<file path="src/rtl/edge_window_ctrl_pkg.sv">
// Shared window geometry, controller states and result beat for the 5x5 edge-window controller.
package edge_window_ctrl_pkg;

  localparam int KSIZE = 5;
  localparam int PIX_W = 8;
  localparam int WIN_W = KSIZE * KSIZE * PIX_W;

  typedef enum logic [2:0] {IDLE, FILL, SHIFT, EMIT, FIN} state_t;

  typedef struct packed {
    logic [PIX_W-1:0] pixel;
    logic [7:0]       x;
    logic [7:0]       y;
  } out_beat_t;

  // Byte slot of window pixel (r, c) within win_out.
  function automatic int win_idx(input int r, input int c);
    return KSIZE * r + c;
  endfunction

endpackage

</file>
<file path="src/rtl/edge_window_ctrl_if.sv">
// Control, pixel-memory read, kernel and result-stream signals of the edge-window controller.
interface edge_window_ctrl_if #(parameter int AW = 12);
  import edge_window_ctrl_pkg::*;

  logic             start;
  logic             busy;
  logic             done;
  logic             rd_en;
  logic [AW-1:0]    rd_addr;
  logic [7:0]       rd_data;
  logic [WIN_W-1:0] win_out;
  logic [PIX_W-1:0] kern_in;
  logic             out_valid;
  logic             out_ready;
  logic [PIX_W-1:0] out_pixel;
  logic [7:0]       out_x;
  logic [7:0]       out_y;

  modport master (
    input  start, rd_data, kern_in, out_ready,
    output busy, done, rd_en, rd_addr, win_out, out_valid, out_pixel, out_x, out_y
  );

  modport slave (
    output start, rd_data, kern_in, out_ready,
    input  busy, done, rd_en, rd_addr, win_out, out_valid, out_pixel, out_x, out_y
  );

endinterface

</file>
<file path="src/rtl/edge_addr_gen.sv">
// Pixel-memory address for window origin plus (row, col) offset: (y+row)*IMG_W + x+col.
module edge_addr_gen #(
  parameter int IMG_W = 64,
  parameter int AW    = 12
) (
  input  logic [7:0]    org_x,
  input  logic [7:0]    org_y,
  input  logic [2:0]    col_off,
  input  logic [2:0]    row_off,
  output logic [AW-1:0] addr
);
  logic [AW-1:0] row, col;

  assign row  = AW'(org_y) + AW'(row_off);
  assign col  = AW'(org_x) + AW'(col_off);
  assign addr = row * AW'(IMG_W) + col;

endmodule

</file>
<file path="src/rtl/edge_window_ctrl.sv">
// Raster-scans 5x5 windows over an image: fills/shifts the window from pixel memory,
// presents it to an external kernel and streams one registered result per origin.
module edge_window_ctrl
  import edge_window_ctrl_pkg::*;
#(
  parameter int IMG_W = 64,
  parameter int IMG_H = 64,
  parameter int AW    = 12
) (
  input logic                clk,
  input logic                rst,
  edge_window_ctrl_if.master bus
);
  localparam int NFILL = KSIZE * KSIZE;

  state_t           state, state_nx;
  logic [7:0]       x, y;
  logic [4:0]       rd_cnt;
  logic [2:0]       row_off, col_off, cap_r, cap_c;
  logic             cap_vld, rd_en, hs, x_end, y_end, last_cap;
  logic [WIN_W-1:0] win;
  out_beat_t        beat;
  logic             out_valid;
  logic [AW-1:0]    addr;

  assign hs       = out_valid & bus.out_ready;
  assign x_end    = (x == 8'(IMG_W - KSIZE));
  assign y_end    = (y == 8'(IMG_H - KSIZE));
  // The state may only move on once the final read of the burst has landed in the window.
  assign last_cap = cap_vld && (rd_cnt == ((state == FILL) ? 5'(NFILL) : 5'(KSIZE)));

  edge_addr_gen #(.IMG_W(IMG_W), .AW(AW)) u_addr (
    .org_x   (x),
    .org_y   (y),
    .col_off (col_off),
    .row_off (row_off),
    .addr    (addr)
  );

  always_ff @(posedge clk or posedge rst)
    if (rst) state <= IDLE;
    else     state <= state_nx;

  always_comb begin
    state_nx = state;
    rd_en    = 1'b0;
    case (state)
      IDLE:  if (bus.start) state_nx = FILL;
      FILL:  begin
        rd_en = (rd_cnt < 5'(NFILL));
        if (last_cap) state_nx = EMIT;
      end
      SHIFT: begin
        rd_en = (rd_cnt < 5'(KSIZE));
        if (last_cap) state_nx = EMIT;
      end
      EMIT:  if (hs) state_nx = !x_end ? SHIFT : (!y_end ? FILL : FIN);
      FIN:   state_nx = IDLE;
      default: state_nx = IDLE;
    endcase
  end

  always_ff @(posedge clk or posedge rst) begin
    if (rst) begin
      x         <= '0;
      y         <= '0;
      rd_cnt    <= '0;
      row_off   <= '0;
      col_off   <= '0;
      cap_r     <= '0;
      cap_c     <= '0;
      cap_vld   <= 1'b0;
      win       <= '0;
      beat      <= '0;
      out_valid <= 1'b0;
    end else begin
      cap_vld <= rd_en;
      if (rd_en) begin
        cap_r  <= row_off;
        cap_c  <= col_off;
        rd_cnt <= rd_cnt + 5'd1;
        if (row_off == 3'(KSIZE - 1)) begin
          row_off <= '0;
          col_off <= col_off + 3'd1;
        end else begin
          row_off <= row_off + 3'd1;
        end
      end
      if (cap_vld) win[PIX_W*win_idx(int'(cap_r), int'(cap_c)) +: PIX_W] <= bus.rd_data;

      case (state)
        IDLE: if (bus.start) begin
          x       <= '0;
          y       <= '0;
          rd_cnt  <= '0;
          row_off <= '0;
          col_off <= '0;
        end
        EMIT: begin
          // First EMIT cycle: window is complete, so the kernel result is now meaningful.
          if (!out_valid) begin
            beat      <= '{pixel: bus.kern_in, x: x, y: y};
            out_valid <= 1'b1;
          end else if (bus.out_ready) begin
            out_valid <= 1'b0;
            rd_cnt    <= '0;
            row_off   <= '0;
            if (!x_end) begin
              x       <= x + 8'd1;
              col_off <= 3'(KSIZE - 1);
              for (int r = 0; r < KSIZE; r++)
                for (int c = 0; c < KSIZE - 1; c++)
                  win[PIX_W*win_idx(r, c) +: PIX_W] <= win[PIX_W*win_idx(r, c + 1) +: PIX_W];
            end else begin
              x       <= '0;
              y       <= y + 8'd1;
              col_off <= '0;
            end
          end
        end
        default: ;
      endcase
    end
  end

  assign bus.busy      = (state != IDLE);
  assign bus.done      = (state == FIN);
  assign bus.rd_en     = rd_en;
  assign bus.rd_addr   = rd_en ? addr : '0;
  assign bus.win_out   = win;
  assign bus.out_valid = out_valid;
  assign bus.out_pixel = beat.pixel;
  assign bus.out_x     = beat.x;
  assign bus.out_y     = beat.y;

endmodule

</file>
<file path="src/flat_wrapper.sv">
// flat-port wrapper written by rule: the top's interface ports become plain ports
module edge_window_ctrl_flat import edge_window_ctrl_pkg::*;
#(
  parameter int IMG_W = 64,
  parameter int IMG_H = 64,
  parameter int AW    = 12
)
  (clk, rst, bus_start, bus_rd_data, bus_kern_in, bus_out_ready, bus_busy, bus_done, bus_rd_en, bus_rd_addr, bus_win_out, bus_out_valid, bus_out_pixel, bus_out_x, bus_out_y);
  edge_window_ctrl_if #(.AW(AW)) bus_i ();
  input logic clk;
  input logic rst;
  input wire logic [$bits(bus_i.start)-1:0] bus_start;
  input wire logic [$bits(bus_i.rd_data)-1:0] bus_rd_data;
  input wire logic [$bits(bus_i.kern_in)-1:0] bus_kern_in;
  input wire logic [$bits(bus_i.out_ready)-1:0] bus_out_ready;
  output wire logic [$bits(bus_i.busy)-1:0] bus_busy;
  output wire logic [$bits(bus_i.done)-1:0] bus_done;
  output wire logic [$bits(bus_i.rd_en)-1:0] bus_rd_en;
  output wire logic [$bits(bus_i.rd_addr)-1:0] bus_rd_addr;
  output wire logic [$bits(bus_i.win_out)-1:0] bus_win_out;
  output wire logic [$bits(bus_i.out_valid)-1:0] bus_out_valid;
  output wire logic [$bits(bus_i.out_pixel)-1:0] bus_out_pixel;
  output wire logic [$bits(bus_i.out_x)-1:0] bus_out_x;
  output wire logic [$bits(bus_i.out_y)-1:0] bus_out_y;
  assign bus_i.start = bus_start;
  assign bus_i.rd_data = bus_rd_data;
  assign bus_i.kern_in = bus_kern_in;
  assign bus_i.out_ready = bus_out_ready;
  assign bus_busy = bus_i.busy;
  assign bus_done = bus_i.done;
  assign bus_rd_en = bus_i.rd_en;
  assign bus_rd_addr = bus_i.rd_addr;
  assign bus_win_out = bus_i.win_out;
  assign bus_out_valid = bus_i.out_valid;
  assign bus_out_pixel = bus_i.out_pixel;
  assign bus_out_x = bus_i.out_x;
  assign bus_out_y = bus_i.out_y;
  edge_window_ctrl #(.IMG_W(IMG_W), .IMG_H(IMG_H), .AW(AW)) u_core (.clk(clk), .rst(rst), .bus(bus_i));
endmodule
</file>
<file path="config.mk">
export PLATFORM = sky130hd
export DESIGN_NAME = edge_window_ctrl_flat
export DESIGN_NICKNAME = d
export VERILOG_FILES = /design/src/rtl/edge_window_ctrl_pkg.sv /design/src/rtl/edge_window_ctrl_if.sv /design/src/rtl/edge_addr_gen.sv /design/src/rtl/edge_window_ctrl.sv /design/src/flat_wrapper.sv
export SDC_FILE = /design/constraint.sdc
export NUM_CORES = 1
export LEC_CHECK = 0
export ABC_CLOCK_PERIOD_IN_PS = 9350
export CORE_UTILIZATION = 48
export DETAILED_ROUTE_END_ITERATION = 12
export GPL_TIMING_DRIVEN = 0
export PLACE_DENSITY = 0.82
export SKIP_LAST_GASP = 1
export SLEW_MARGIN = 20
export SYNTH_ARGS = -nofsm -noshare
export SYNTH_HDL_FRONTEND = slang
export SYNTH_SLANG_ARGS = --single-unit
</file>
<file path="constraint.sdc">
create_clock -name clk -period 9.35 [get_ports clk]
set_input_delay 2.805 -clock clk [delete_from_list [all_inputs] [get_ports clk]]
set_output_delay 2.805 -clock clk [all_outputs]
set_load 0.01 [all_outputs]
</file>
After elaboration in Yosys (flattened, before gate mapping). Cells that the tools add are included.

Shift-type cells: 2. Multiply operators: 1. Muxes and demuxes: 60. Magnitude comparators: 2. Reduce and logical (&&, ||, !) cells: 9. Bitwise gates (word level): 2. $add $sub $neg: 10. Eq/ne operators: 14.

Operators with widths (count): 32-bit 2-to-1 mux (20); 200-bit bitwise mux (1); 8-bit by 33-bit variable shift with 200-bit output, first input constant (1); 8-bit by 33-bit indexed part select with 200-bit output (1); 192-bit 2-to-1 mux (1); 8-bit 2-to-1 mux (7); 3-bit 2-to-1 mux (16); 32-bit negation with 33-bit output (1); 8-bit case mux with 2 select lines (2); 29-bit by 4-bit adder with 29-bit output (1); 5-bit 2-to-1 mux (5); 8-bit by 1-bit adder with 8-bit output, second input constant (2); 8-bit by 6-bit equality test with 1-bit output, second input constant (2); 12-bit by 9-bit adder with 12-bit output (1); 12-bit 2-to-1 mux (1); 3-bit case mux with 2 select lines (2); 5-bit case mux with 2 select lines (1); 8-bit by 3-bit adder with 9-bit output (1); 3-bit case mux with 3 select lines (1); 2-bit by 1-bit != test with 1-bit output, second input constant (4); 3-bit by 1-bit adder with 3-bit output, second input constant (2); 6-bit by 3-bit adder with 6-bit output (1); 3-bit by 2-bit equality test with 1-bit output, second input constant (2); 3-bit equality test, second input constant (2); 20 further kinds (22).

Word-level logic and storage cells: 115. Register bits: 262. Input port bits: 20. Output and inout port bits: 240.

Depth between registers and ports, before layout. Gate-level depths: netlist of run 1.

Depth after elaboration: 10. Gate-level depth with buffers: 17. Gate-level depth less buffers: 14.

Hierarchy. From an unflattened synthesis of run 1, not the netlist that was laid out.

Cells, all modules: 1262. Area total of the unflattened synthesis: 13146.4 um2.

Modules (own cells, without submodules): edge_window_ctrl (sequential area each 6556.3 um2, cells an instance 1216, area an instance 12744.7 um2, times used 1); edge_addr_gen (sequential area each 0.0 um2, cells an instance 46, area an instance 401.6 um2, times used 1).

Least setup slack after synthesis of run 1. Ideal clock, no wire load.

Path type: register to output. From: reg u_core.y[0]. To: out bus_rd_addr[8]. Path slack: 4.427 ns. Cell stages (with the launch flop): 7. Arrival time: 2.118 ns. Data required time: 6.545 ns. Path buffers: 0. Cell sequence: dfrtp_1 -> ha_1 -> fa_1 -> ha_1 -> nor2b_1 -> or3_1 -> a21oi_1.

Longest elaborated chain between the ends: 3.

Ends and longest elaborated chain: start, declared (RTL line edge_window_ctrl.sv:17) `logic [7:0] x, y;`; start signal, assigned (RTL line edge_window_ctrl.sv:116) `y <= y + 8'd1;`; 6-bit by 3-bit adder with 6-bit output (RTL line edge_addr_gen.sv:14) `assign row = AW'(org_y) + AW'(row_off);`; 12-bit by 9-bit adder with 12-bit output (RTL line edge_addr_gen.sv:16) `assign addr = row * AW'(IMG_W) + col;`; 12-bit 2-to-1 mux (RTL line edge_window_ctrl.sv:129) `assign bus.rd_addr = rd_en ? addr : '0;`; end, declared (RTL line flat_wrapper.sv:19) `output wire logic [$bits(bus_i.rd_addr)-1:0] bus_rd_addr;`.

Every way passes these cells.

==> results of run 1 <==
==> worst min path at each step <==
stage | from | end | depth (start not counted)
after floorplan | u_core.cap_c[0] | u_core.cap_c[0] | 2
after global placement | u_core.cap_c[0] | u_core.cap_c[0] | 2
after detailed placement | u_core.bus.out_x[7] | u_core.bus.out_x[7] | 1
after CTS | u_core.bus.win_out[156] | u_core.bus.win_out[148] | 2
after global routing | u_core.bus.win_out[156] | u_core.bus.win_out[148] | 2
final | u_core.bus.win_out[176] | u_core.bus.win_out[168] | 2
==> cell type report <==
| class | instances | area [µm²] |
|---|---|---|
| Fill cell | 2170 | 9572 |
| Sequential cell | 262 | 6556 |
| Multi-Input combinational cell | 956 | 6385 |
| Timing Repair Buffer | 268 | 2803 |
| Clock buffer | 44 | 840.8 |
| Tap cell | 372 | 465.4 |
| Buffer | 87 | 385.4 |
| Clock inverter | 8 | 105.1 |
| Inverter | 16 | 63.81 |
==> through the flow <==
step           power [mW]  utilization [%]  area, µm²  instances
6_report            7.012            64.78      17600       2013
5_1_grt             7.359            64.78      17600       2013
4_1_cts             6.947            64.78      17600       2013
3_5_place_dp        5.797            61.30      16660       1961
3_3_place_gp        5.688            60.49      16440       1952
2_1_floorplan       4.116                -      13380       1321
==> power groups by stage <==
stage | Sequential [mW] | Clock [mW] | Combinational [mW]
final | 1.97 | 1.14 | 3.91
after global routing | 2.01 | 1.19 | 4.17
after floorplan | 2.00 | 0 | 2.12
after global placement | 1.96 | 0 | 3.73
after CTS | 1.95 | 1.14 | 3.85
after detailed placement | 1.96 | 0 | 3.83
==> metal layers <==
metal | vias to the layer above | track usage [%] | wire [µm] | part of all wire [%]
met5 | - | 0 | 0 | 0
met4 | 0 | 10.28 | 1338 | 3.1
met3 | 98 | 7.248 | 4085 | 9.4
met2 | 618 | 48.94 | 20200 | 46
met1 | 5935 | 40.83 | 18040 | 41
li1 | 5272 | - | - | -
==> cell usage after synthesis (all sizes together) (2+ instances only) <==
| master | count | area share, % |
|---|---|---|
| nand4 | 19 | 1.0 |
| inv | 15 | 0.42 |
| or2 | 2 | 0.094 |
| o31ai | 2 | 0.11 |
| and2 | 20 | 0.94 |
| nor3b | 3 | 0.17 |
| o211a | 3 | 0.22 |
| fa | 3 | 0.45 |
| mux2i | 121 | 9.1 |
| a21o | 9 | 0.51 |
| nand3b | 4 | 0.22 |
| o41ai | 2 | 0.13 |
| buf | 22 | 1.1 |
| ha | 24 | 2.2 |
| or4 | 5 | 0.28 |
| a31oi | 26 | 1.2 |
| xnor3 | 2 | 0.34 |
| a211oi | 4 | 0.32 |
| o22ai | 9 | 0.42 |
| a2bb2oi | 4 | 0.26 |
| a32o | 2 | 0.15 |
| and3 | 11 | 0.55 |
| o21ai | 152 | 5.7 |
| mux2 | 65 | 5.5 |
| nor3 | 15 | 0.81 |
| xor2 | 8 | 0.52 |
| o211ai | 10 | 0.56 |
| or3 | 11 | 0.51 |
| xnor2 | 16 | 1.1 |
| nor2b | 8 | 0.37 |
| a21oi | 31 | 1.2 |
| nand3 | 29 | 1.4 |
| o21a | 2 | 0.11 |
| nor4 | 11 | 1.4 |
| nor2 | 85 | 2.5 |
| o21bai | 2 | 0.11 |
| clkbuf | 65 | 1.8 |
| nand2b | 6 | 0.28 |
| and4 | 2 | 0.13 |
| nand2 | 216 | 6.1 |
| nor4b | 4 | 0.31 |
| dfrtp | 262 | 49 |
==> critical path, cell delays in order <==
cell             delay [ps]
clkdlybuf4s50_1         460
inv_1                    60
or3_1                   330
a21o_1                  320
nor2_1                  830
clkbuf_1                420
clkbuf_1                580
clkbuf_1                490
a2bb2oi_1               130
o21ai_0                 120
==> cells by family after synthesis <==
kind of cell             count (synthesis)
adder cells (fa/ha/maj)                 27
AND/OR/NAND/NOR                        451
XOR/XNOR                                26
flip-flops                             262
AO/OA/AOI/OAI                          266
multiplexers                           186
buffers and inverters                  103
==> registers in the layout, summed over array words and instances, names as in the netlist, 5 cells and up <==
signal / count
u_core.rd_cnt: 5
u_core.bus.out_pixel: 8
u_core.bus.win_out: 200
u_core.y: 8
u_core.x: 8
u_core.bus.out_x: 8
u_core.bus.out_y: 8
==> report_table.html, run 1 <==
<table>
<tr><th>Metric</th><th>Value</th></tr>
<tr><th colspan="2">Synth</th></tr>
<tr><td>Multiplexer share of the synthesized area</td><td>14.52%</td></tr>
<tr><td>Post-synth design cell area</td><td>0.01338 mm²</td></tr>
<tr><td>Synth Warn #</td><td>0</td></tr>
<tr><td>Per-instance average area after synthesis</td><td>10.13 µm²</td></tr>
<tr><td>Post-synthesis register bit count</td><td>262</td></tr>
<tr><td>Gate count of the mapped netlist</td><td>1321</td></tr>
<tr><td>Async set-or-reset flop fraction in the synthesized netlist</td><td>100.0%</td></tr>
<tr><td>Post-synthesis simple-gate area fraction</td><td>16.98%</td></tr>
<tr><td>Adder and majority gate portion of the synthesized area</td><td>2.694%</td></tr>
<tr><td>Number of enable flip-flop cells after synthesis</td><td>0</td></tr>
<tr><td>Area share of xor/xnor cells in the synthesized design</td><td>1.964%</td></tr>
<tr><td>Largest family of logic cells by synthesized area</td><td>simple AND/OR/NAND/NOR gates</td></tr>
<tr><td>Leading register cell type out of synthesis</td><td>dfrtp_1</td></tr>
<tr><td>Part of the Yosys area used for sequential elements</td><td>49.01%</td></tr>
<tr><td>Compound-gate portion of the synthesized area</td><td>11.49%</td></tr>
<tr><td>Net Count, Synth</td><td>1368</td></tr>
<tr><td>Number of library cell types mapped by synthesis</td><td>68</td></tr>
<tr><th colspan="2">Placed design</th></tr>
<tr><td>Final GP Congestion</td><td>0.9421</td></tr>
<tr><td>IO buf count</td><td>259</td></tr>
<tr><td>Worst setup slack before clock tree synthesis</td><td>2811 ps</td></tr>
<tr><td>Final HPWL DP</td><td>32.03 mm</td></tr>
<tr><th colspan="2">Detailed routing</th></tr>
<tr><td>Post-DRT Antenna Nets</td><td>0</td></tr>
<tr><td>Residual DRC</td><td>0</td></tr>
<tr><td>Drt first pass iters</td><td>5</td></tr>
<tr><td>Wirelength, routed</td><td>43.67 mm</td></tr>
<tr><td>Drt initial violations</td><td>1342</td></tr>
<tr><td>Vias per Instance</td><td>5.923</td></tr>
<tr><td>Wire length per cell</td><td>21.69 µm</td></tr>
<tr><td>DR vias</td><td>11920</td></tr>
<tr><th colspan="2">STA</th></tr>
<tr><td>Number of hold violations in the final report</td><td>0</td></tr>
<tr><td>Worst max-slew margin expressed relative to the limit</td><td>29.82%</td></tr>
<tr><td>Setup violation total in the final timing report</td><td>0</td></tr>
<tr><td>Worst Skew</td><td>22.89 ps</td></tr>
<tr><td>Final min period</td><td>6121 ps</td></tr>
<tr><td>Portion of the clock cycle consumed by the worst path in the final layout</td><td>65.46%</td></tr>
<tr><td>Timing-limited maximum frequency</td><td>163.4 MHz</td></tr>
<tr><td>RSZ-0062 raised after global routing</td><td>false</td></tr>
<tr><td>Max-slew violations</td><td>0</td></tr>
<tr><td>Post-route worst hold slack</td><td>508.4 ps</td></tr>
<tr><td>Post-layout worst setup margin</td><td>3229 ps</td></tr>
<tr><td>Aggregate negative setup slack</td><td>0 ps</td></tr>
<tr><td>Least-Margin Pin Slew</td><td>1048 ps</td></tr>
<tr><th colspan="2">Floorplan</th></tr>
<tr><td>Die X</td><td>168.9 µm</td></tr>
<tr><td>Starting density of the core</td><td>49.23%</td></tr>
<tr><td>Die Outline Area</td><td>0.02854 mm²</td></tr>
<tr><td>IO Pins</td><td>260</td></tr>
<tr><td>Height of the die</td><td>168.9 µm</td></tr>
<tr><td>Core Region</td><td>0.02718 mm²</td></tr>
<tr><td>Standard-cell row count</td><td>60</td></tr>
<tr><th colspan="2">Pwr</th></tr>
<tr><td>Power per standard cell area</td><td>398.3 mW/mm²</td></tr>
<tr><td>Power dissipated by switching net loads</td><td>3.212 mW</td></tr>
<tr><td>Net Sw Frac</td><td>45.81%</td></tr>
<tr><td>Clk pwr share</td><td>16.2%</td></tr>
<tr><td>Share of power burned in combinational logic</td><td>55.7%</td></tr>
<tr><td>Part of the power in registers</td><td>28.0%</td></tr>
<tr><td>Internal power component</td><td>3.800 mW</td></tr>
<tr><td>Leakage power of the design</td><td>7.566 nW</td></tr>
<tr><td>Worst supply voltage drop on vdd</td><td>0.2888 mV</td></tr>
<tr><th colspan="2">Global routing</th></tr>
<tr><td>Number of global-route vias before repair</td><td>11610</td></tr>
<tr><td>Maximum number of pins on one net before global-route repair</td><td>35</td></tr>
<tr><td>Global-route usage over all layers</td><td>30.58%</td></tr>
<tr><td>Number of antenna violations at the first check in global routing</td><td>0</td></tr>
<tr><td>Global-route wire length before repair</td><td>67.36 mm</td></tr>
<tr><td>Remaining global-route overflow</td><td>0</td></tr>
<tr><th colspan="2">Setup path</th></tr>
<tr><td>Critical path launch point</td><td>bus_start</td></tr>
<tr><td>Critical path fanouts, max</td><td>10</td></tr>
<tr><td>Data arrival time of the worst path</td><td>6560 ps</td></tr>
<tr><td>Register-to-register setup slack</td><td>4290 ps</td></tr>
<tr><td>Kind of critical path</td><td>in -&gt; reg</td></tr>
<tr><td>Number of cell instances on the worst register-to-register path</td><td>15</td></tr>
<tr><td>R2R Path Start</td><td>u_core.cap_r[0]</td></tr>
<tr><td>Startpoint Class</td><td>input pin</td></tr>
<tr><td>WP data required</td><td>9790 ps</td></tr>
<tr><td>Critical Path End Type</td><td>flop</td></tr>
<tr><td>Critical path destination</td><td>u_core.bus.win_out[18]</td></tr>
<tr><td>RR Endpoint</td><td>u_core.bus.win_out[114]</td></tr>
<tr><th colspan="2">CTS</th></tr>
<tr><td>Maximum count of clock buffers along a single path</td><td>3</td></tr>
<tr><td>Clock buffer count from CTS</td><td>28</td></tr>
<tr><td>Sinks on the clock net</td><td>262</td></tr>
<tr><td>Buffer cell driving the clock tree root</td><td>clkbuf_16</td></tr>
<tr><td>Setup Buffers After CTS</td><td>0</td></tr>
<tr><td>Post-cts resize count</td><td>0</td></tr>
<tr><td>Clk_lat worst skew</td><td>560 ps</td></tr>
<tr><td>Clock Pin Slew Worst Setup and Hold Paths</td><td>60 ps</td></tr>
<tr><td>CTS tree</td><td>done</td></tr>
<tr><td>Number of hold buffers added after CTS</td><td>0</td></tr>
<tr><td>H-tree depth</td><td>1</td></tr>
<tr><th colspan="2">Cells and area</th></tr>
<tr><td>Number of diodes added for antenna fixing</td><td>0</td></tr>
<tr><td>Area overhead of the layout relative to synthesis</td><td>31.59%</td></tr>
<tr><td>Number of nets in the layout</td><td>1666</td></tr>
<tr><td>Fraction of layout cells with a size suffix above 1</td><td>10.30%</td></tr>
<tr><td>Highest-count cells in the layout ignoring fill and taps</td><td>262 x dfrtp_1, 259 x clkdlybuf4s50_1, 216 x nand2_1</td></tr>
<tr><td>Most common cell after layout, fill and taps aside</td><td>dfrtp_1</td></tr>
<tr><th colspan="2">Run status</th></tr>
<tr><td>Status</td><td>complete, no violations</td></tr>
<tr><th colspan="2">Job</th></tr>
<tr><td>Number of violations of the max-capacitance limit</td><td>0</td></tr>
<tr><th colspan="2">Min path</th></tr>
<tr><td>Hold crit path type</td><td>reg -&gt; reg</td></tr>
</table>
Power figures use the tool's default switching activity.
==> run 2, diff against run 1 <==
--- a/config.mk
+++ b/config.mk
@@ -5,11 +5,11 @@
 export SDC_FILE = /design/constraint.sdc
 export NUM_CORES = 1
 export LEC_CHECK = 0
-export ABC_CLOCK_PERIOD_IN_PS = 9350
-export CORE_UTILIZATION = 48
+export ABC_CLOCK_PERIOD_IN_PS = 5820
+export CORE_UTILIZATION = 53
 export DETAILED_ROUTE_END_ITERATION = 12
 export GPL_TIMING_DRIVEN = 0
-export PLACE_DENSITY = 0.82
+export PLACE_DENSITY = 0.85
 export SKIP_LAST_GASP = 1
 export SLEW_MARGIN = 20
 export SYNTH_ARGS = -nofsm -noshare
==> constraint.sdc (replaced) <==
create_clock -name clk -period 5.82 [get_ports clk]
set_input_delay 1.746 -clock clk [delete_from_list [all_inputs] [get_ports clk]]
set_output_delay 1.746 -clock clk [all_outputs]
set_load 0.01 [all_outputs]
==> run 2 against run 1 <==
Setup slack lost 2500 ps. Sequential share of layout area grew 0.17 points. Sequential power grew 60%. Power grew 60%. Clock-buffer cell count shrank 7. Register-to-register slack lost 3600 ps. Critical path type unchanged.
==> report_table.html, run 2 (synthesis results as in run 1) <==
<table>
<tr><th>Metric</th><th>Value</th></tr>
<tr><th colspan="2">Detailed routing</th></tr>
<tr><td>Drt first pass iters</td><td>5 (unchanged)</td></tr>
<tr><td>Drt initial violations</td><td>1286 (-4.2%)</td></tr>
<tr><td>DR vias</td><td>12030 (+0.92%)</td></tr>
<tr><td>Vias per Instance</td><td>6.130 (+3.5%)</td></tr>
<tr><td>Wire length per cell</td><td>22.18 µm (+2.3%)</td></tr>
<tr><td>Wirelength, routed</td><td>43.55 mm (-0.28%)</td></tr>
<tr><td>Residual DRC</td><td>0 (unchanged)</td></tr>
<tr><td>Post-DRT Antenna Nets</td><td>0 (unchanged)</td></tr>
<tr><th colspan="2">CTS</th></tr>
<tr><td>Setup Buffers After CTS</td><td>0 (unchanged)</td></tr>
<tr><td>Number of hold buffers added after CTS</td><td>0 (unchanged)</td></tr>
<tr><td>CTS tree</td><td>done</td></tr>
<tr><td>Post-cts resize count</td><td>0 (unchanged)</td></tr>
<tr><td>Clock buffer count from CTS</td><td>27 (-3.6%)</td></tr>
<tr><td>Buffer cell driving the clock tree root</td><td>clkbuf_16</td></tr>
<tr><td>Sinks on the clock net</td><td>262 (unchanged)</td></tr>
<tr><td>H-tree depth</td><td>1 (unchanged)</td></tr>
<tr><td>Maximum count of clock buffers along a single path</td><td>3 (unchanged)</td></tr>
<tr><td>Clk_lat worst skew</td><td>540 ps (-20 ps)</td></tr>
<tr><td>Clock Pin Slew Worst Setup and Hold Paths</td><td>60 ps (about the same)</td></tr>
<tr><th colspan="2">Global routing</th></tr>
<tr><td>Number of antenna violations at the first check in global routing</td><td>0 (unchanged)</td></tr>
<tr><td>Number of global-route vias before repair</td><td>11940 (+2.8%)</td></tr>
<tr><td>Global-route wire length before repair</td><td>68.15 mm (+1.2%)</td></tr>
<tr><td>Global-route usage over all layers</td><td>33.93% (+3.3 points)</td></tr>
<tr><td>Maximum number of pins on one net before global-route repair</td><td>35 (unchanged)</td></tr>
<tr><td>Remaining global-route overflow</td><td>0 (unchanged)</td></tr>
<tr><th colspan="2">Cells and area</th></tr>
<tr><td>Number of standard cells in the final layout excluding fillers</td><td>1963 (-2.5%)</td></tr>
<tr><td>Max reg flops</td><td>200 (unchanged)</td></tr>
<tr><td>Number of diodes added for antenna fixing</td><td>0 (unchanged)</td></tr>
<tr><td>Area overhead of the layout relative to synthesis</td><td>31.00%</td></tr>
<tr><td>Fraction of layout cells with a size suffix above 1</td><td>10.37% (+0.074 points)</td></tr>
<tr><td>Number of nets in the layout</td><td>1665 (-0.060%)</td></tr>
<tr><td>Highest-count cells in the layout ignoring fill and taps</td><td>262 x dfrtp_1, 259 x clkdlybuf4s50_1, 216 x nand2_1</td></tr>
<tr><td>Fill cell count</td><td>1847 (-15%)</td></tr>
<tr><td>Share of the core filled with cells</td><td>71.44% (+6.7 points)</td></tr>
<tr><td>Most common cell after layout, fill and taps aside</td><td>dfrtp_1</td></tr>
<tr><th colspan="2">Setup path</th></tr>
<tr><td>Register-to-register setup slack</td><td>720 ps (-3570 ps)</td></tr>
<tr><td>Cell with the biggest individual delay on the critical path</td><td>nor2_1</td></tr>
<tr><td>Critical path's top delay family</td><td>buffers and inverters</td></tr>
<tr><td>Library cell appearing most often on the critical path</td><td>clkbuf_1</td></tr>
<tr><td>Data arrival time of the worst path</td><td>5570 ps (-990 ps)</td></tr>
<tr><td>Delay of the slowest cell on the worst path</td><td>860 ps (+30 ps)</td></tr>
<tr><td>WP data required</td><td>6260 ps (-3530 ps)</td></tr>
<tr><td>Kind of critical path</td><td>in -&gt; reg</td></tr>
<tr><td>R2R Path Start</td><td>u_core.cap_r[0]</td></tr>
<tr><td>Critical path fanouts, max</td><td>10 (unchanged)</td></tr>
<tr><td>Startpoint Class</td><td>input pin</td></tr>
<tr><td>Number of buffers and inverters on the critical path</td><td>5 (unchanged)</td></tr>
<tr><td>Critical Path End Type</td><td>flop</td></tr>
<tr><td>Cell chain of the critical path</td><td>clkdlybuf4s50_1, inv_1, or3_1, a21o_1, nor2_1, clkbuf_1, clkbuf_1, clkbuf_1, a2bb2oi_1, o21ai_0</td></tr>
<tr><td>Critical path launch point</td><td>bus_start</td></tr>
<tr><th colspan="2">Pwr</th></tr>
<tr><td>Internal power component</td><td>6.121 mW (+61%)</td></tr>
<tr><td>Worst supply voltage drop on vdd</td><td>0.4129 mV (+43%)</td></tr>
<tr><td>Power dissipated by switching net loads</td><td>5.104 mW (+59%)</td></tr>
<tr><td>Net Sw Frac</td><td>45.47% (-0.34 points)</td></tr>
<tr><td>Part of the power in registers</td><td>28.2% (+0.2 points)</td></tr>
<tr><td>Clk pwr share</td><td>16.4% (+0.2 points)</td></tr>
<tr><td>Power per standard cell area</td><td>640.5 mW/mm² (+61%)</td></tr>
<tr><td>Leakage power of the design</td><td>7.544 nW (-0.29%)</td></tr>
<tr><td>Share of power burned in combinational logic</td><td>55.5% (-0.2 points)</td></tr>
<tr><th colspan="2">Floorplan</th></tr>
<tr><td>Core Region</td><td>0.02453 mm² (-9.7%)</td></tr>
<tr><td>Die Outline Area</td><td>0.02588 mm² (-9.3%)</td></tr>
<tr><td>IO Pins</td><td>260 (unchanged)</td></tr>
<tr><td>Starting density of the core</td><td>54.53% (+5.3 points)</td></tr>
<tr><td>Standard-cell row count</td><td>57 (-5.0%)</td></tr>
<tr><td>Die X</td><td>160.9 µm (-4.8%)</td></tr>
<tr><td>Height of the die</td><td>160.9 µm (-4.8%)</td></tr>
<tr><th colspan="2">Placed design</th></tr>
<tr><td>IO buf count</td><td>259 (unchanged)</td></tr>
<tr><td>Final GP Congestion</td><td>0.9512 (+0.97%)</td></tr>
<tr><td>Final HPWL DP</td><td>31.88 mm (-0.49%)</td></tr>
<tr><td># placed instances</td><td>1913 (-2.4%)</td></tr>
<tr><td>Worst setup slack before clock tree synthesis</td><td>264.2 ps (-2546 ps)</td></tr>
<tr><th colspan="2">STA</th></tr>
<tr><td>Post-layout worst setup margin</td><td>693.6 ps (-2536 ps)</td></tr>
<tr><td>Post-route worst hold slack</td><td>499.0 ps (-9.386 ps)</td></tr>
<tr><td>Timing-limited maximum frequency</td><td>195.1 MHz</td></tr>
<tr><td>Aggregate negative setup slack</td><td>0 ps (unchanged)</td></tr>
<tr><td>Number of hold violations in the final report</td><td>0 (unchanged)</td></tr>
<tr><td>RSZ-0062 raised after global routing</td><td>false</td></tr>
<tr><td>Least-Margin Pin Slew</td><td>1069 ps (+21.42 ps)</td></tr>
<tr><td>Max-slew violations</td><td>0 (unchanged)</td></tr>
<tr><td>Worst Skew</td><td>18.17 ps (-4.717 ps)</td></tr>
<tr><td>Setup violation total in the final timing report</td><td>0 (unchanged)</td></tr>
<tr><td>Worst max-slew margin expressed relative to the limit</td><td>28.44% (-1.4 points)</td></tr>
<tr><td>Final min period</td><td>5126 ps</td></tr>
<tr><td>Portion of the clock cycle consumed by the worst path in the final layout</td><td>88.08%</td></tr>
<tr><th colspan="2">Job</th></tr>
<tr><td>Number of violations of the max-capacitance limit</td><td>0 (unchanged)</td></tr>
<tr><th colspan="2">Min path</th></tr>
<tr><td>Hold crit path type</td><td>reg -&gt; reg</td></tr>
<tr><td>Min-delay src</td><td>u_core.bus.win_out[156]</td></tr>
<tr><th colspan="2">Run status</th></tr>
<tr><td>Status</td><td>complete, no violations</td></tr>
</table>
[run 2: changes by cell type in the layout (fill, tap and decap cells not counted)]
cell | before | now
clkinv_8 | 1 | 0
buf_16 | 4 | 2
buf_12 | 5 | 7
clkbuf_8 | 8 | 5
clkbuf_1 | 73 | 70
bufinv_16 | 2 | 4
clkinvlp_4 | 1 | 5
clkbuf_16 | 28 | 27
[run 2: metrics by stage]
stage | total power, mW | area, µm²
after CTS | 11.13 | 17530
after detailed placement | 9.260 | 16580
final | 11.22 | 17530
after global placement | 9.072 | 16380
after global routing | 11.80 | 17530
after floorplan | 6.613 | 13380
[run 2: worst register-to-register path, delay by kind of cell (launching register included)]
family	cells	cell delay [ps]
buf+inv	1	350
fa+ha+maj	3	1070
simple gates	4	1700
flops	1	430
compound gates	5	1090
mux	1	330
[run 2: power groups by stage]
stage	clock (mW)	combinational, mW	sequential (mW)
4_1_cts	1.84	6.15	3.13
6_report	1.84	6.22	3.16
2_1_floorplan	0	3.40	3.21
3_5_place_dp	0	6.11	3.15
5_1_grt	1.93	6.64	3.22
3_3_place_gp	0	5.94	3.13
[run 2: routing by layer]
| metal | wire length (µm) | vias to the layer above | GRT usage (%) | share of wire (%) |
|---|---|---|---|---|
| li1 | - | 5265 | - | - |
| met1 | 17560 | 5977 | 45.36 | 40 |
| met2 | 20080 | 661 | 53.49 | 46 |
| met3 | 4131 | 130 | 7.283 | 9.5 |
| met4 | 1770 | 0 | 14.54 | 4.1 |
| met5 | 0 | - | 0 | 0 |
[run 2: final cells by class]
class	count	area (µm²)	share of cell area, %
Sequential cell	262	6556	37.41
Multi-Input combinational cell	956	6385	36.43
Timing Repair Buffer	268	2788	15.91
Clock buffer	37	763.2	4.355
Tap cell	324	405.4	2.313
Buffer	87	385.4	2.199
Clock inverter	13	178.9	1.021
Inverter	16	63.81	0.3641
[run 2: final timing paths]
path                       depth (start not counted)                       to
setup / recovery                                  10   u_core.bus.win_out[18]
hold / removal                                     2  u_core.bus.win_out[148]
setup reg to reg                                  14   u_core.bus.win_out[21]
hold reg to reg                                    2  u_core.bus.win_out[148]
max in group asynchronous                          6  u_core.bus.win_out[163]
min in group asynchronous                          2         u_core.rd_cnt[3]
==> run 3, diff against run 2 <==
--- a/config.mk
+++ b/config.mk
@@ -5,11 +5,11 @@
 export SDC_FILE = /design/constraint.sdc
 export NUM_CORES = 1
 export LEC_CHECK = 0
-export ABC_CLOCK_PERIOD_IN_PS = 5820
+export ABC_CLOCK_PERIOD_IN_PS = 5750
 export CORE_UTILIZATION = 53
 export DETAILED_ROUTE_END_ITERATION = 12
 export GPL_TIMING_DRIVEN = 0
-export PLACE_DENSITY = 0.85
+export PLACE_DENSITY = 0.81
 export SKIP_LAST_GASP = 1
 export SLEW_MARGIN = 20
 export SYNTH_ARGS = -nofsm -noshare
==> constraint.sdc (replaced) <==
create_clock -name clk -period 5.75 [get_ports clk]
set_input_delay 1.725 -clock clk [delete_from_list [all_inputs] [get_ports clk]]
set_output_delay 1.725 -clock clk [all_outputs]
set_load 0.01 [all_outputs]
==> run 3 against run 2 <==
Flip-flop and latch count unchanged. First-iteration DRC count decreased by 13%. Hold slack improved by 6.9 ps. Non-clock buffer count unchanged. Register-to-register slack got worse by 140 ps. Sequential share of layout area increased by 0.26 points.
==> report_table.html, run 3 (synthesis results as in run 1) <==
<table>
<tr><th>Metric</th><th>Value</th></tr>
<tr><th colspan="2">Pwr</th></tr>
<tr><td>Part of the power in registers</td><td>28.9% (+0.7 points)</td></tr>
<tr><td>Internal power component</td><td>6.007 mW (-1.9%)</td></tr>
<tr><td>Share of power burned in combinational logic</td><td>56.3% (+0.8 points)</td></tr>
<tr><td>Power dissipated by switching net loads</td><td>5.111 mW (+0.15%)</td></tr>
<tr><td>Leakage power of the design</td><td>7.504 nW (-0.53%)</td></tr>
<tr><td>Net Sw Frac</td><td>45.97% (+0.50 points)</td></tr>
<tr><td>Worst supply voltage drop on vdd</td><td>0.3392 mV (-18%)</td></tr>
<tr><td>Power per standard cell area</td><td>638.9 mW/mm² (-0.25%)</td></tr>
<tr><td>Clk pwr share</td><td>14.8% (-1.6 points)</td></tr>
<tr><th colspan="2">Detailed routing</th></tr>
<tr><td>Wirelength, routed</td><td>42.59 mm (-2.2%)</td></tr>
<tr><td>Drt initial violations</td><td>1118 (-13%)</td></tr>
<tr><td>DR vias</td><td>11830 (-1.7%)</td></tr>
<tr><td>Post-DRT Antenna Nets</td><td>0 (unchanged)</td></tr>
<tr><td>Drt first pass iters</td><td>5 (unchanged)</td></tr>
<tr><td>Wire length per cell</td><td>21.72 µm (-2.1%)</td></tr>
<tr><td>Residual DRC</td><td>0 (unchanged)</td></tr>
<tr><td>WL met3</td><td>4.074 mm (-1.4%)</td></tr>
<tr><td>Vias per Instance</td><td>6.034 (-1.6%)</td></tr>
<tr><td>DRT met1 WL</td><td>17.75 mm (+1.1%)</td></tr>
<tr><td>Highest routed metal layer</td><td>met4</td></tr>
<tr><td>Met2 WL</td><td>19.54 mm (-2.7%)</td></tr>
<tr><th colspan="2">Floorplan</th></tr>
<tr><td>IO Pins</td><td>260 (unchanged)</td></tr>
<tr><td>Core Region</td><td>0.02453 mm² (unchanged)</td></tr>
<tr><td>Starting density of the core</td><td>54.53% (unchanged)</td></tr>
<tr><td>Standard-cell row count</td><td>57 (unchanged)</td></tr>
<tr><td>Height of the die</td><td>160.9 µm (unchanged)</td></tr>
<tr><td>Die Outline Area</td><td>0.02588 mm² (unchanged)</td></tr>
<tr><td>Die X</td><td>160.9 µm (unchanged)</td></tr>
<tr><th colspan="2">Setup path</th></tr>
<tr><td>Data arrival time of the worst path</td><td>5570 ps (about the same)</td></tr>
<tr><td>Kind of critical path</td><td>reg -&gt; reg</td></tr>
<tr><td>Critical path fanouts, max</td><td>10 (unchanged)</td></tr>
<tr><td>WP data required</td><td>6150 ps (-110 ps)</td></tr>
<tr><td>Critical Path End Type</td><td>flop</td></tr>
<tr><td>Startpoint Class</td><td>flop</td></tr>
<tr><th colspan="2">CTS</th></tr>
<tr><td>Clock buffer count from CTS</td><td>27 (unchanged)</td></tr>
<tr><td>Number of hold buffers added after CTS</td><td>0 (unchanged)</td></tr>
<tr><td>Clk_lat worst skew</td><td>560 ps (+20 ps)</td></tr>
<tr><td>Sinks on the clock net</td><td>262 (unchanged)</td></tr>
<tr><td>Maximum count of clock buffers along a single path</td><td>3 (unchanged)</td></tr>
<tr><td>H-tree depth</td><td>1 (unchanged)</td></tr>
<tr><td>Clock Pin Slew Worst Setup and Hold Paths</td><td>60 ps (about the same)</td></tr>
<tr><td>Buffer cell driving the clock tree root</td><td>clkbuf_16</td></tr>
<tr><td>Setup Buffers After CTS</td><td>0 (unchanged)</td></tr>
<tr><td>CTS tree</td><td>done</td></tr>
<tr><td>Post-cts resize count</td><td>0 (unchanged)</td></tr>
<tr><th colspan="2">Global routing</th></tr>
<tr><td>Global-route wire length before repair</td><td>66.14 mm (-2.9%)</td></tr>
<tr><td>Number of antenna violations at the first check in global routing</td><td>0 (unchanged)</td></tr>
<tr><td>Number of global-route vias before repair</td><td>11440 (-4.2%)</td></tr>
<tr><td>Remaining global-route overflow</td><td>0 (unchanged)</td></tr>
<tr><td>Maximum number of pins on one net before global-route repair</td><td>35 (unchanged)</td></tr>
<tr><td>Global-route usage over all layers</td><td>32.89% (-1.0 points)</td></tr>
<tr><th colspan="2">STA</th></tr>
<tr><td>Setup violation total in the final timing report</td><td>0 (unchanged)</td></tr>
<tr><td>Timing-limited maximum frequency</td><td>193.6 MHz</td></tr>
<tr><td>Least-Margin Pin Slew</td><td>1090 ps (+20.12 ps)</td></tr>
<tr><td>Worst Skew</td><td>26.86 ps (+8.688 ps)</td></tr>
<tr><td>Worst max-slew margin expressed relative to the limit</td><td>27.09% (-1.3 points)</td></tr>
<tr><td>Max-slew violations</td><td>0 (unchanged)</td></tr>
<tr><td>Number of hold violations in the final report</td><td>0 (unchanged)</td></tr>
<tr><td>RSZ-0062 raised after global routing</td><td>false</td></tr>
<tr><td>Final min period</td><td>5165 ps</td></tr>
<tr><td>Post-layout worst setup margin</td><td>584.8 ps (-108.8 ps)</td></tr>
<tr><td>Portion of the clock cycle consumed by the worst path in the final layout</td><td>89.83%</td></tr>
<tr><th colspan="2">Cells and area</th></tr>
<tr><td>Max reg flops</td><td>200 (unchanged)</td></tr>
<tr><td>Final instance area</td><td>0.01740 mm² (-0.69%)</td></tr>
<tr><td>Area overhead of the layout relative to synthesis</td><td>30.10%</td></tr>
<tr><td>Number of diodes added for antenna fixing</td><td>0 (unchanged)</td></tr>
<tr><td>Most common cell after layout, fill and taps aside</td><td>dfrtp_1</td></tr>
<tr><td>Highest-count cells in the layout ignoring fill and taps</td><td>262 x dfrtp_1, 259 x clkdlybuf4s50_1, 216 x nand2_1</td></tr>
<tr><td>Number of nets in the layout</td><td>1665 (unchanged)</td></tr>
<tr><td>Fraction of layout cells with a size suffix above 1</td><td>10.08% (-0.29 points)</td></tr>
<tr><th colspan="2">Placed design</th></tr>
<tr><td>IO buf count</td><td>259 (unchanged)</td></tr>
<tr><td>Cell area reported after detailed placement</td><td>0.01658 mm² (unchanged)</td></tr>
<tr><td>Worst setup slack before clock tree synthesis</td><td>222.0 ps (-42.17 ps)</td></tr>
<tr><td>Final GP Congestion</td><td>0.9261 (-2.6%)</td></tr>
<tr><td>Final HPWL DP</td><td>31.23 mm (-2.0%)</td></tr>
<tr><th colspan="2">Min path</th></tr>
<tr><td>Hold crit path type</td><td>reg -&gt; reg</td></tr>
<tr><th colspan="2">Job</th></tr>
<tr><td>Number of violations of the max-capacitance limit</td><td>0 (unchanged)</td></tr>
<tr><th colspan="2">Run status</th></tr>
<tr><td>Status</td><td>complete, no violations</td></tr>
</table>
==> run 3: cell count changes in the layout (fill, tap and decap cells not counted), sizes merged <==
cell and change:
bufinv -4, clkinv +4, clkinvlp -4, clkbuf +2
==> run 3: layout make-up <==
class / count / area [µm²]
Clock buffer: 39 / 760.7
Multi-Input combinational cell: 956 / 6385
Tap cell: 324 / 405.4
Clock inverter: 9 / 60.06
Timing Repair Buffer: 268 / 2788
Fill cell: 1886 / 7129
Buffer: 87 / 385.4
Sequential cell: 262 / 6556
Inverter: 16 / 63.81
==> run 3: routing by layer <==
layer / global-route usage, % / vias to the layer above
met1: 46.98 / 5856
met2: 50.98 / 618
met4: 10.46 / 0
li1: - / 5266
met5: 0 / -
met3: 5.837 / 92
==> run 3: power by group through the flow <==
stage	clock network [mW]	logic, mW	registers [mW]
2_1_floorplan	0	3.44	3.25
3_3_place_gp	0	6.04	3.19
3_5_place_dp	0	6.17	3.20
4_1_cts	1.66	6.20	3.18
5_1_grt	1.75	6.70	3.27
6_report	1.65	6.26	3.21
==> run 3: final timing paths <==
kind	slack (ps)	startpoint	depth (start not counted)	end
worst min register to register	510	u_core.bus.out_x[2]	1	u_core.bus.out_x[2]
worst max register to register	580	u_core.cap_r[0]	14	u_core.bus.win_out[16]
worst min-delay path	510	u_core.bus.out_x[2]	1	u_core.bus.out_x[2]
max in group asynchronous	3100	rst	6	u_core.bus.win_out[166]
worst max-delay path	580	u_core.cap_r[0]	14	u_core.bus.win_out[16]
min in group asynchronous	1480	rst	2	u_core.rd_cnt[4]
==> run 3: stage by stage <==
stage,setup TNS (ps),instances,power (mW),utilization [%],hold slack (ps)
after floorplan,0,1321,6.693,-,452.5
after global placement,-347900,1904,9.233,66.76,479.5
after detailed placement,0,1913,9.369,67.59,490.9
after CTS,0,1961,11.05,70.94,507.4
after global routing,0,1961,11.73,70.94,525.1
final,0,1961,11.12,70.94,505.9
==> run 3: critical path, stage by stage (launching register included) <==
cell and delay [ps]:
dfrtp_1 420, ha_1 240, fa_1 530, a21o_1 240
a211oi_1 390, o21ai_0 270, o21ai_0 140, nand3_1 100
ha_1 300, clkbuf_1 330, nor2b_1 560, nand3_1 430
nor4_4 700, mux2i_1 280, o21ai_1 90
